<file path="src/rtl/xadc_drp_responder.sv">
// xadc_drp_responder: cycle-level stand-in for the XADC wizard DRP port.
// A free-running conversion timer loads sample_i into the VAUX6 status
// register and pulses eoc/eos, while a small DRP FSM answers reads and
// writes after a fixed latency.
// Optional feature macro: XADC_RESP_AVERAGE_EN (4-sample moving average on
// the converted value; when undefined the raw sample is stored).
module xadc_drp_responder #(
  parameter int         CONV_PERIOD = 26,
  parameter int         DRP_LATENCY = 4,
  parameter logic [6:0] AUX_ADDR    = 7'h16
) (
  input  logic        clk_78MHz_i,
  input  logic        reset_i,
  input  logic [11:0] sample_i,
  input  logic        den_i,
  input  logic        dwe_i,
  input  logic [6:0]  daddr_i,
  input  logic [15:0] di_i,
  output logic [15:0] do_o,
  output logic        drdy_o,
  output logic        eoc_o,
  output logic        eos_o,
  output logic        busy_o,
  output logic [4:0]  channel_o,
  output logic        err_o
);

  localparam int                CNT_W         = (CONV_PERIOD > 1) ? $clog2(CONV_PERIOD) : 1;
  localparam logic [CNT_W-1:0]  CNT_LAST      = CNT_W'(CONV_PERIOD - 1);
  localparam logic [3:0]        LAT_INIT      = 4'(DRP_LATENCY - 1);
  localparam logic [4:0]        VAUX6_CHANNEL = 5'd22;

  localparam logic [1:0] ST_IDLE = 2'd0;
  localparam logic [1:0] ST_WAIT = 2'd1;
  localparam logic [1:0] ST_RESP = 2'd2;

  // Conversion timer state
  logic [CNT_W-1:0] cnt_q, cnt_d;
  logic             eoc_q;
  logic             alive_q;
  logic             loadSample;
  logic [11:0]      newSample;
  logic [15:0]      aux_q;

  // DRP transaction state
  logic [1:0]  state_q, state_d;
  logic [3:0]  lat_q, lat_d;
  logic        reqWe_q, reqWe_d;
  logic [6:0]  reqAddr_q, reqAddr_d;
  logic [15:0] reqDi_q, reqDi_d;
  logic        err_q, err_d;
  logic [15:0] do_q;
  logic [15:0] cfgMem_q [64];
  logic        respEnter;
  logic [15:0] readData;

  assign loadSample = (cnt_q == CNT_LAST);
  assign cnt_d      = loadSample ? '0 : cnt_q + CNT_W'(1);

  // Free-running conversion counter; eoc is registered so it lands on cnt==0
  always_ff @(posedge clk_78MHz_i or negedge reset_i) begin
    if (!reset_i) begin
      cnt_q   <= '0;
      eoc_q   <= 1'b0;
      alive_q <= 1'b0;
    end else begin
      cnt_q   <= cnt_d;
      eoc_q   <= loadSample;
      alive_q <= 1'b1;
    end
  end

`ifdef XADC_RESP_AVERAGE_EN
  logic [11:0] hist0_q, hist1_q, hist2_q;
  logic [13:0] avgSum;

  assign avgSum    = 14'(sample_i) + 14'(hist0_q) + 14'(hist1_q) + 14'(hist2_q);
  assign newSample = 12'(avgSum >> 2);

  // Keep the three previous samples so the stored value is a 4-tap average
  always_ff @(posedge clk_78MHz_i or negedge reset_i) begin
    if (!reset_i) begin
      hist0_q <= '0;
      hist1_q <= '0;
      hist2_q <= '0;
    end else if (loadSample) begin
      hist0_q <= sample_i;
      hist1_q <= hist0_q;
      hist2_q <= hist1_q;
    end
  end
`else
  assign newSample = sample_i;
`endif

  // Status register for VAUX6, left-justified so that do/16 equals the sample
  always_ff @(posedge clk_78MHz_i or negedge reset_i) begin
    if (!reset_i) begin
      aux_q <= '0;
    end else if (loadSample) begin
      aux_q <= {newSample, 4'h0};
    end
  end

  // DRP FSM next state: latch the request in IDLE, count down in WAIT,
  // flag any strobe that arrives while a transaction is still pending
  always_comb begin
    state_d   = state_q;
    lat_d     = lat_q;
    reqWe_d   = reqWe_q;
    reqAddr_d = reqAddr_q;
    reqDi_d   = reqDi_q;
    err_d     = err_q;
    case (state_q)
      ST_IDLE: begin
        if (den_i) begin
          reqWe_d   = dwe_i;
          reqAddr_d = daddr_i;
          reqDi_d   = di_i;
          if (DRP_LATENCY <= 1) begin
            state_d = ST_RESP;
          end else begin
            state_d = ST_WAIT;
            lat_d   = LAT_INIT;
          end
        end
      end
      ST_WAIT: begin
        if (den_i) begin
          err_d = 1'b1;
        end
        if (lat_q <= 4'd1) begin
          state_d = ST_RESP;
        end else begin
          lat_d = lat_q - 4'd1;
        end
      end
      ST_RESP: begin
        if (den_i) begin
          err_d = 1'b1;
        end
        state_d = ST_IDLE;
      end
      default: begin
        state_d = ST_IDLE;
      end
    endcase
  end

  // RESP always returns to IDLE, so a next state of RESP marks the entry edge;
  // using the _d request fields covers the zero-wait latency-1 case
  assign respEnter = (state_d == ST_RESP);

  // Read mux: config RAM in the upper half, only the VAUX6 status is non-zero below
  always_comb begin
    readData = 16'h0000;
    if (reqAddr_d[6]) begin
      readData = cfgMem_q[reqAddr_d[5:0]];
    end else if (reqAddr_d == AUX_ADDR) begin
      readData = aux_q;
    end
  end

  // DRP FSM registers; reset mid-transaction simply drops the request
  always_ff @(posedge clk_78MHz_i or negedge reset_i) begin
    if (!reset_i) begin
      state_q   <= ST_IDLE;
      lat_q     <= '0;
      reqWe_q   <= 1'b0;
      reqAddr_q <= '0;
      reqDi_q   <= '0;
      err_q     <= 1'b0;
    end else begin
      state_q   <= state_d;
      lat_q     <= lat_d;
      reqWe_q   <= reqWe_d;
      reqAddr_q <= reqAddr_d;
      reqDi_q   <= reqDi_d;
      err_q     <= err_d;
    end
  end

  // Read data is captured on the edge entering RESP, before any same-edge sample load
  always_ff @(posedge clk_78MHz_i or negedge reset_i) begin
    if (!reset_i) begin
      do_q <= '0;
    end else if (respEnter && !reqWe_d) begin
      do_q <= readData;
    end
  end

  // Config RAM writes commit with the response; status-space writes are dropped
  always_ff @(posedge clk_78MHz_i or negedge reset_i) begin
    if (!reset_i) begin
      for (int i = 0; i < 64; i++) begin
        cfgMem_q[i] <= '0;
      end
    end else if (respEnter && reqWe_d && reqAddr_d[6]) begin
      cfgMem_q[reqAddr_d[5:0]] <= reqDi_d;
    end
  end

  assign do_o      = do_q;
  assign drdy_o    = (state_q == ST_RESP);
  assign eoc_o     = eoc_q;
  assign eos_o     = eoc_q;
  assign busy_o    = (cnt_q != '0);
  assign channel_o = alive_q ? VAUX6_CHANNEL : 5'd0;
  assign err_o     = err_q;

endmodule

</file>
<file path="config.mk">
export PLATFORM = sky130hd
export DESIGN_NAME = xadc_drp_responder
export DESIGN_NICKNAME = d
export VERILOG_FILES = /design/src/rtl/xadc_drp_responder.sv
export SDC_FILE = /design/constraint.sdc
export NUM_CORES = 2
export LEC_CHECK = 0
export ABC_AREA = 1
export CORE_MARGIN = 2
export CORE_UTILIZATION = 37
export DETAILED_ROUTE_END_ITERATION = 10
export PLACE_DENSITY = 0.61
export RECOVER_POWER = 100
export SKIP_LAST_GASP = 1
export SYNTH_ARGS = -nofsm -noshare
export SYNTH_HDL_FRONTEND = slang
export SYNTH_SLANG_ARGS = --single-unit
</file>
<file path="constraint.sdc">
create_clock -name clk_78MHz_i -period 4.9 [get_ports clk_78MHz_i]
set_input_delay 0.735 -clock clk_78MHz_i [delete_from_list [all_inputs] [get_ports clk_78MHz_i]]
set_output_delay 0.735 -clock clk_78MHz_i [all_outputs]
set_load 0.03 [all_outputs]
</file>
### Word-level counts from Yosys, hierarchy flattened

Cells that the tools add are included.

| word-level totals | value |
|---|---|
| output and inout bits | 26 |
| input port bits | 39 |
| bits in registers | 1,090 |

| operators by class | value |
|---|---|
| bitwise logic cells | 1 |
| order comparisons | 3 |
| reduce and logical (&&, ||, !) cells | 11 |
| equal/unequal tests | 7 |
| add/subtract/negate cells | 2 |
| mux-type cells | 22 |

Operator list:

| kind | count |
|---|---|
| bitwise mux 1024 bit | 1 |
| 2-to-1 mux 16 bit | 7 |
| binary-select mux 16 bit (select 6 bit) | 1 |
| demux 16 bit (select 6 bit) | 1 |
| 2-to-1 mux 7 bit | 2 |
| 2-to-1 mux 5 bit | 2 |
| 2-to-1 mux 4 bit | 2 |
| case mux 4 bit (2 select lines) | 1 |
| == test 7 x 5 -> 1 bit, second input constant | 1 |
| greater-or-equal comparator 7 bit, second input constant | 1 |
| < comparator 7 x 1 -> 1 bit, second input constant | 1 |
| inverter 6 -> 7 bit | 1 |
| adder 5 x 1 -> 5 bit, second input constant | 1 |
| == test 5 bit, second input constant | 1 |
| nonzero test 5 bit | 1 |
| == test 2 bit, second input constant | 2 |
| less-or-equal comparator 4 x 1 -> 1 bit, second input constant | 1 |
| logical AND 1 bit | 4 |
| 2-to-1 mux 2 bit | 2 |
| != test 2 bit, second input constant | 2 |
| case mux 2 bit (2 select lines) | 1 |
| subtractor 4 x 1 -> 4 bit, second input constant | 1 |
| AND reduction 3 bit | 1 |
| == test 2 x 1 -> 1 bit, second input constant | 1 |
| 6 further kinds | 7 |

### Depth between registers and ports, before layout

| depth | value |
|---|---|
| depth in word-level cells | 8 |
| depth in mapped cells | 20 |
| gate-level depth less buffers | 16 |

### Worst setup path before layout

Ideal clock, no wire load.

| path | value |
|---|---|
| path kind | input -> register |
| start point | in den_i |
| end point | reg do_q[10], in the netlist do_o[10] |
| stages on the path | 16 |
| path slack | 2.287 ns |
| data arrival time | 2.493 ns |
| setup time | 0.121 ns |
| buffers on the path | 4 |
| path through | buf_2 -> nand2_2 -> buf_2 -> nand2_1 -> nand2_1 -> buf_2 -> buf_1 -> nand2_1 -> nand3_1 -> nand2_1 -> o21ai_0 -> nand2_1 -> nor2_1 -> nand2_1 -> nand2_1 -> nand2_1 |

| between the ends | value |
|---|---|
| longest elaborated chain between the ends | 7 |
| elaborated cells between the ends (all ways) | 16 |
| those cells by class | 2 x eq/ne; 11 x mux; 1 x bitwise; 2 x reduce/logical |

RTL lines:

| item | line | text |
|---|---|---|
| start: declaration | 15 | `input logic den_i,` |
| 2-to-1 mux 7 bit | 116 | `if (den_i) begin` |
| 2-to-1 mux 7 bit | 114 | `case (state_q)` |
| inverter 6 -> 7 bit (implied by the code) | 158 | `readData = cfgMem_q[reqAddr_d[5:0]];` |
| binary-select mux 16 bit (select 6 bit) | 158 |  |
| 2-to-1 mux 16 bit (implied by the code) (2 in series) | 158 |  |
| 2-to-1 mux 16 bit | 157 | `if (reqAddr_d[6]) begin` |
| end signal: assignment | 188 | `do_q <= readData;` |
| end: declaration | 52 | `logic [15:0] do_q;` |

Parallel ways exist; a longest one is shown, timed or not. The select of a mux whose other input is x is not followed.
A chain may end at the register's enable or synchronous reset.

### Worst setup path after layout

| path | value |
|---|---|
| start point | reg state_q[1] |
| end point | reg do_q[10], in the netlist do_o[10] |

| between the ends | value |
|---|---|
| longest elaborated chain between the ends | 7 |
| elaborated cells between the ends (all ways) | 17 |
| those cells by class | 3 x eq/ne; 10 x mux; 1 x bitwise; 3 x reduce/logical |

RTL lines:

| item | line | text |
|---|---|---|
| start: declaration | 46 | `logic [1:0] state_q, state_d;` |
| start signal: assignment | 174 | `state_q <= state_d;` |
| zero test 2 bit | 114 |  |
| 2-to-1 mux 7 bit | 114 |  |
| inverter 6 -> 7 bit (implied by the code) | 158 |  |
| binary-select mux 16 bit (select 6 bit) | 158 |  |
| 2-to-1 mux 16 bit (implied by the code) (2 in series) | 158 |  |
| 2-to-1 mux 16 bit | 157 |  |

Parallel ways exist; a longest one is shown, timed or not. The select of a mux whose other input is x is not followed.

==> reports/qor.txt <==
Drt wl/cell - 20.1 microns
Reg power frac - 0.292
Reg2Reg Setup Slack - 0.55 ns
TritonCTS clock tree - done
Initial antenna violation count - 6
CTS sink cnt - 1090
R2R depth - 13
Fin cells - 9026
Share of cells above drive strength 1 - 0.0592
Worst Setup Slack post-DPL - 0.674 ns
Final Cycle Share - 0.887
Leakage - 28.3 nW
Combinational share of power - 0.464
Area Overhead vs Synth - 12.4%
# Post-CTS Setup Buffers - 0
Sw Ratio - 0.475
Die area - 0.145 sq mm
Register area share after synthesis - 0.518
Nets - 7082
PortBufs - 62
Distinct cells, synth - 33
Chip Height - 381 microns
Worst r2r dst - do_o[10]
P_int - 19.4 mW
Hold worst-path end - err_o
Fmax - 230 MHz
RSZ-0062 raised after global routing - no
Kind of critical path - flip-flop to flip-flop
Crit path required time - 5.58 ns
# fillers - 14400
P per Cell Area - 624 mW/mm^2
Cell count after synthesis - 7147
Setup TNS - 0 ns
Total GRT Usage - 0.248
Total routed wirelength - 182000 microns
Status - finished, violations left
Crit path max fanout - 13
Ys Warns - 0
DR vias - 46100
Worst reg2reg startpoint - state_q[1]
Hold Crit Depth - 1
Slew HR - -1.18
Setup-failing EPs final - 0
Worst VDD drop - 0.000506 V
# IOs - 65
Post-Place Cells - 8807
Post-CTS resize count - 0
Hold_buf cts - 0
Hold_ws - 0.465 ns
CP Capture Type - flip-flop
Hpwl dp - 113000 microns
Failing checks - capacitance limit, slew limit
Remaining DRCs - 0
# rows - 138
Largest net degree at the start of global routing - 132
Min cycle time layout - 4.35 ns
Slew @ Worst Pin - 3.27 ns
Number of global-route vias before repair - 42700
Hold crit path type - flip-flop to flip-flop
First-pass GRT wire length - 276000 microns
Netlist Area Pre-Place - 0.0527 sq mm
Worst-Skew Late Latency - 0.77 ns
Max-slew violations - 294
Syn_area_per_cell - 7.37 sq um
Final WS setup - 0.552 ns
Final GP Congestion - 0.897
Synthesized flop and latch total - 1090
# Max-Cap Violations - 9
NetSw - 17.5 mW
CTS clk-pin slew, worst paths - 0.06 ns
Clock Power Share - 0.244
Core region area - 0.141 sq mm
CTS Buf Count - 116
Via density per instance - 5.11
H-tree depth - 3
Bufs on Longest Clock Path - 3
Final Skew - 0.0418 ns
Width of the die - 381 microns
Initial core utilization - 0.372
Total congestion overflow - 0
CP Launch Type - flip-flop
CTS root buf - clkbuf_16
Hold Fails Final Rpt - 0
Detailed Route Iter0 Violations - 5101
Hold path startpoint - err_o
DRT antenna net count - 0
Drt pass-1 iters - 6
WP data arrival - 5.03 ns
[critical path, cell delays in order, from the launching register on]
cell	delay [ns]
dfrtp_1	0.39
inv_1	0.12
ha_1	0.38
nand2_1	0.48
nand2_1	0.17
o21ai_0	0.18
nor3_1	1.18
clkbuf_1	0.46
o21ai_0	0.33
nand2_1	0.18
nor2_1	0.08
nand2_1	0.07
nand2_1	0.14
nand2_1	0.11
[layer usage]
layer / track usage / wire (microns) / up-vias
li1: - / - / 21700
met1: 0.355 / 79200 / 22000
met2: 0.370 / 77900 / 2051
met3: 0.0469 / 16900 / 343
met4: 0.0962 / 7590 / 2
met5: 0 / 11 / -
[cells in the mapped netlist, drive strengths merged]
cell	count	area (sq um)
conb	2	7.51
nand2	2720	10200
inv	981	3680
buf	138	666
nand3	455	2300
o21ai	1148	5750
xnor2	2	17.5
dfrtp	1090	27300
a21oi	12	63.8
or2	14	87.6
a31oi	1	6.26
clkbuf	367	1380
ha	8	100
nor3	9	66.3
a21o	1	7.51
nor2	92	365
and2	16	100
clkinv	16	60.1
o31ai	2	15.0
nand3b	27	203
nand4	46	288
[power by group through the flow]
stage	clock network, mW	logic (mW)	registers (mW)
floorplan	0	9.05	10.9
global placement	0	16.7	10.9
detailed placement	0	16.8	10.9
CTS	9.13	16.9	10.8
global route	9.45	18.3	10.9
finish	9.01	17.1	10.8
[logic make-up (layout without fill, tap and decap cells)]
kind of cell,Yosys count,after routing,share of synthesized area
AOI/OAI and AO/OA,1164,1164,0.111
xor gates and xnor gates,2,2,0.000333
adders and majority gates,8,8,0.00190
buffers and inverters,1502,1488,0.110
DFF,1090,1090,0.518
other,2,5,0.000143
and+or+nand+nor,3379,3379,0.259
[registers in the layout (all words and copies together) (netlist names)]
signal	count
err_o	1
reqAddr_q	7
cnt_q	5
alive_q	1
reqWe_q	1
aux_q	12
eoc_o	1
do_o	16
reqDi_q	16
lat_q	4
cfgMem_q	1024
state_q	2
[worst max-delay path by stage]
stage               startpoint             to  slack [ns]  depth (start not counted)
global placement         den_i       do_o[15]        0.67                         16
CTS                 state_q[1]  cfgMem_q[958]        1.04                         15
finish              state_q[1]       do_o[10]        0.55                         13
global route        state_q[1]  cfgMem_q[939]        0.39                         11
detailed placement       den_i  cfgMem_q[956]        0.67                         10
floorplan                den_i       do_o[10]        2.29                         16
[cell type report]
cell class	count	area (sq um)	share of cell area
Antenna cell	2	5.00	0.0000845
Clock inverter	39	410	0.00693
Multi-Input combinational cell	4556	19700	0.332
Tap cell	1890	2360	0.0399
Clock buffer	178	3450	0.0582
Inverter	997	3740	0.0632
Timing Repair Buffer	274	2270	0.0384
Sequential cell	1090	27300	0.461
[through the flow]
step | area (sq um) | utilization | power, mW
2_1_floorplan | 52700 | - | 20.0
3_3_place_gp | 55600 | 0.393 | 27.7
3_5_place_dp | 55600 | 0.393 | 27.8
4_1_cts | 59500 | 0.420 | 36.8
5_1_grt | 59200 | 0.419 | 38.7
6_report | 59200 | 0.419 | 37.0
[cells in the final DEF, fill, tap and decap left out, types with 2 or more instances in the layout]
master	synthesis	layout
nand2_1	2718	2716
o21ai_0	1129	1144
dfrtp_1	1090	1090
inv_1	977	979
nand3_1	451	450
buf_4	7	123
clkbuf_16	0	117
nor2_1	84	78
clkbuf_1	367	67
nand4_1	46	46
clkdlybuf4s50_1	0	37
clkbuf_2	0	33
clkbuf_8	0	29
nand3b_1	27	27
clkinv_2	0	24
dlygate4sd3_1	0	24
buf_12	0	22
clkinv_1	16	16
and2_2	0	14
or2_2	13	13
a21oi_1	11	11
nor2_2	8	11
ha_1	8	8
bufinv_16	0	7
nand3_2	4	5
nor3_1	6	5
inv_6	0	5
nor3_2	2	3
nor2_4	0	3
conb_1	2	3
diode_2	0	2
o21ai_2	2	2
and2_1	16	2
nand2_4	0	2
inv_2	4	2
o21ai_1	17	2
xnor2_1	2	2
o31ai_1	2	2
Note: power is estimated with default switching activity, not from simulation.
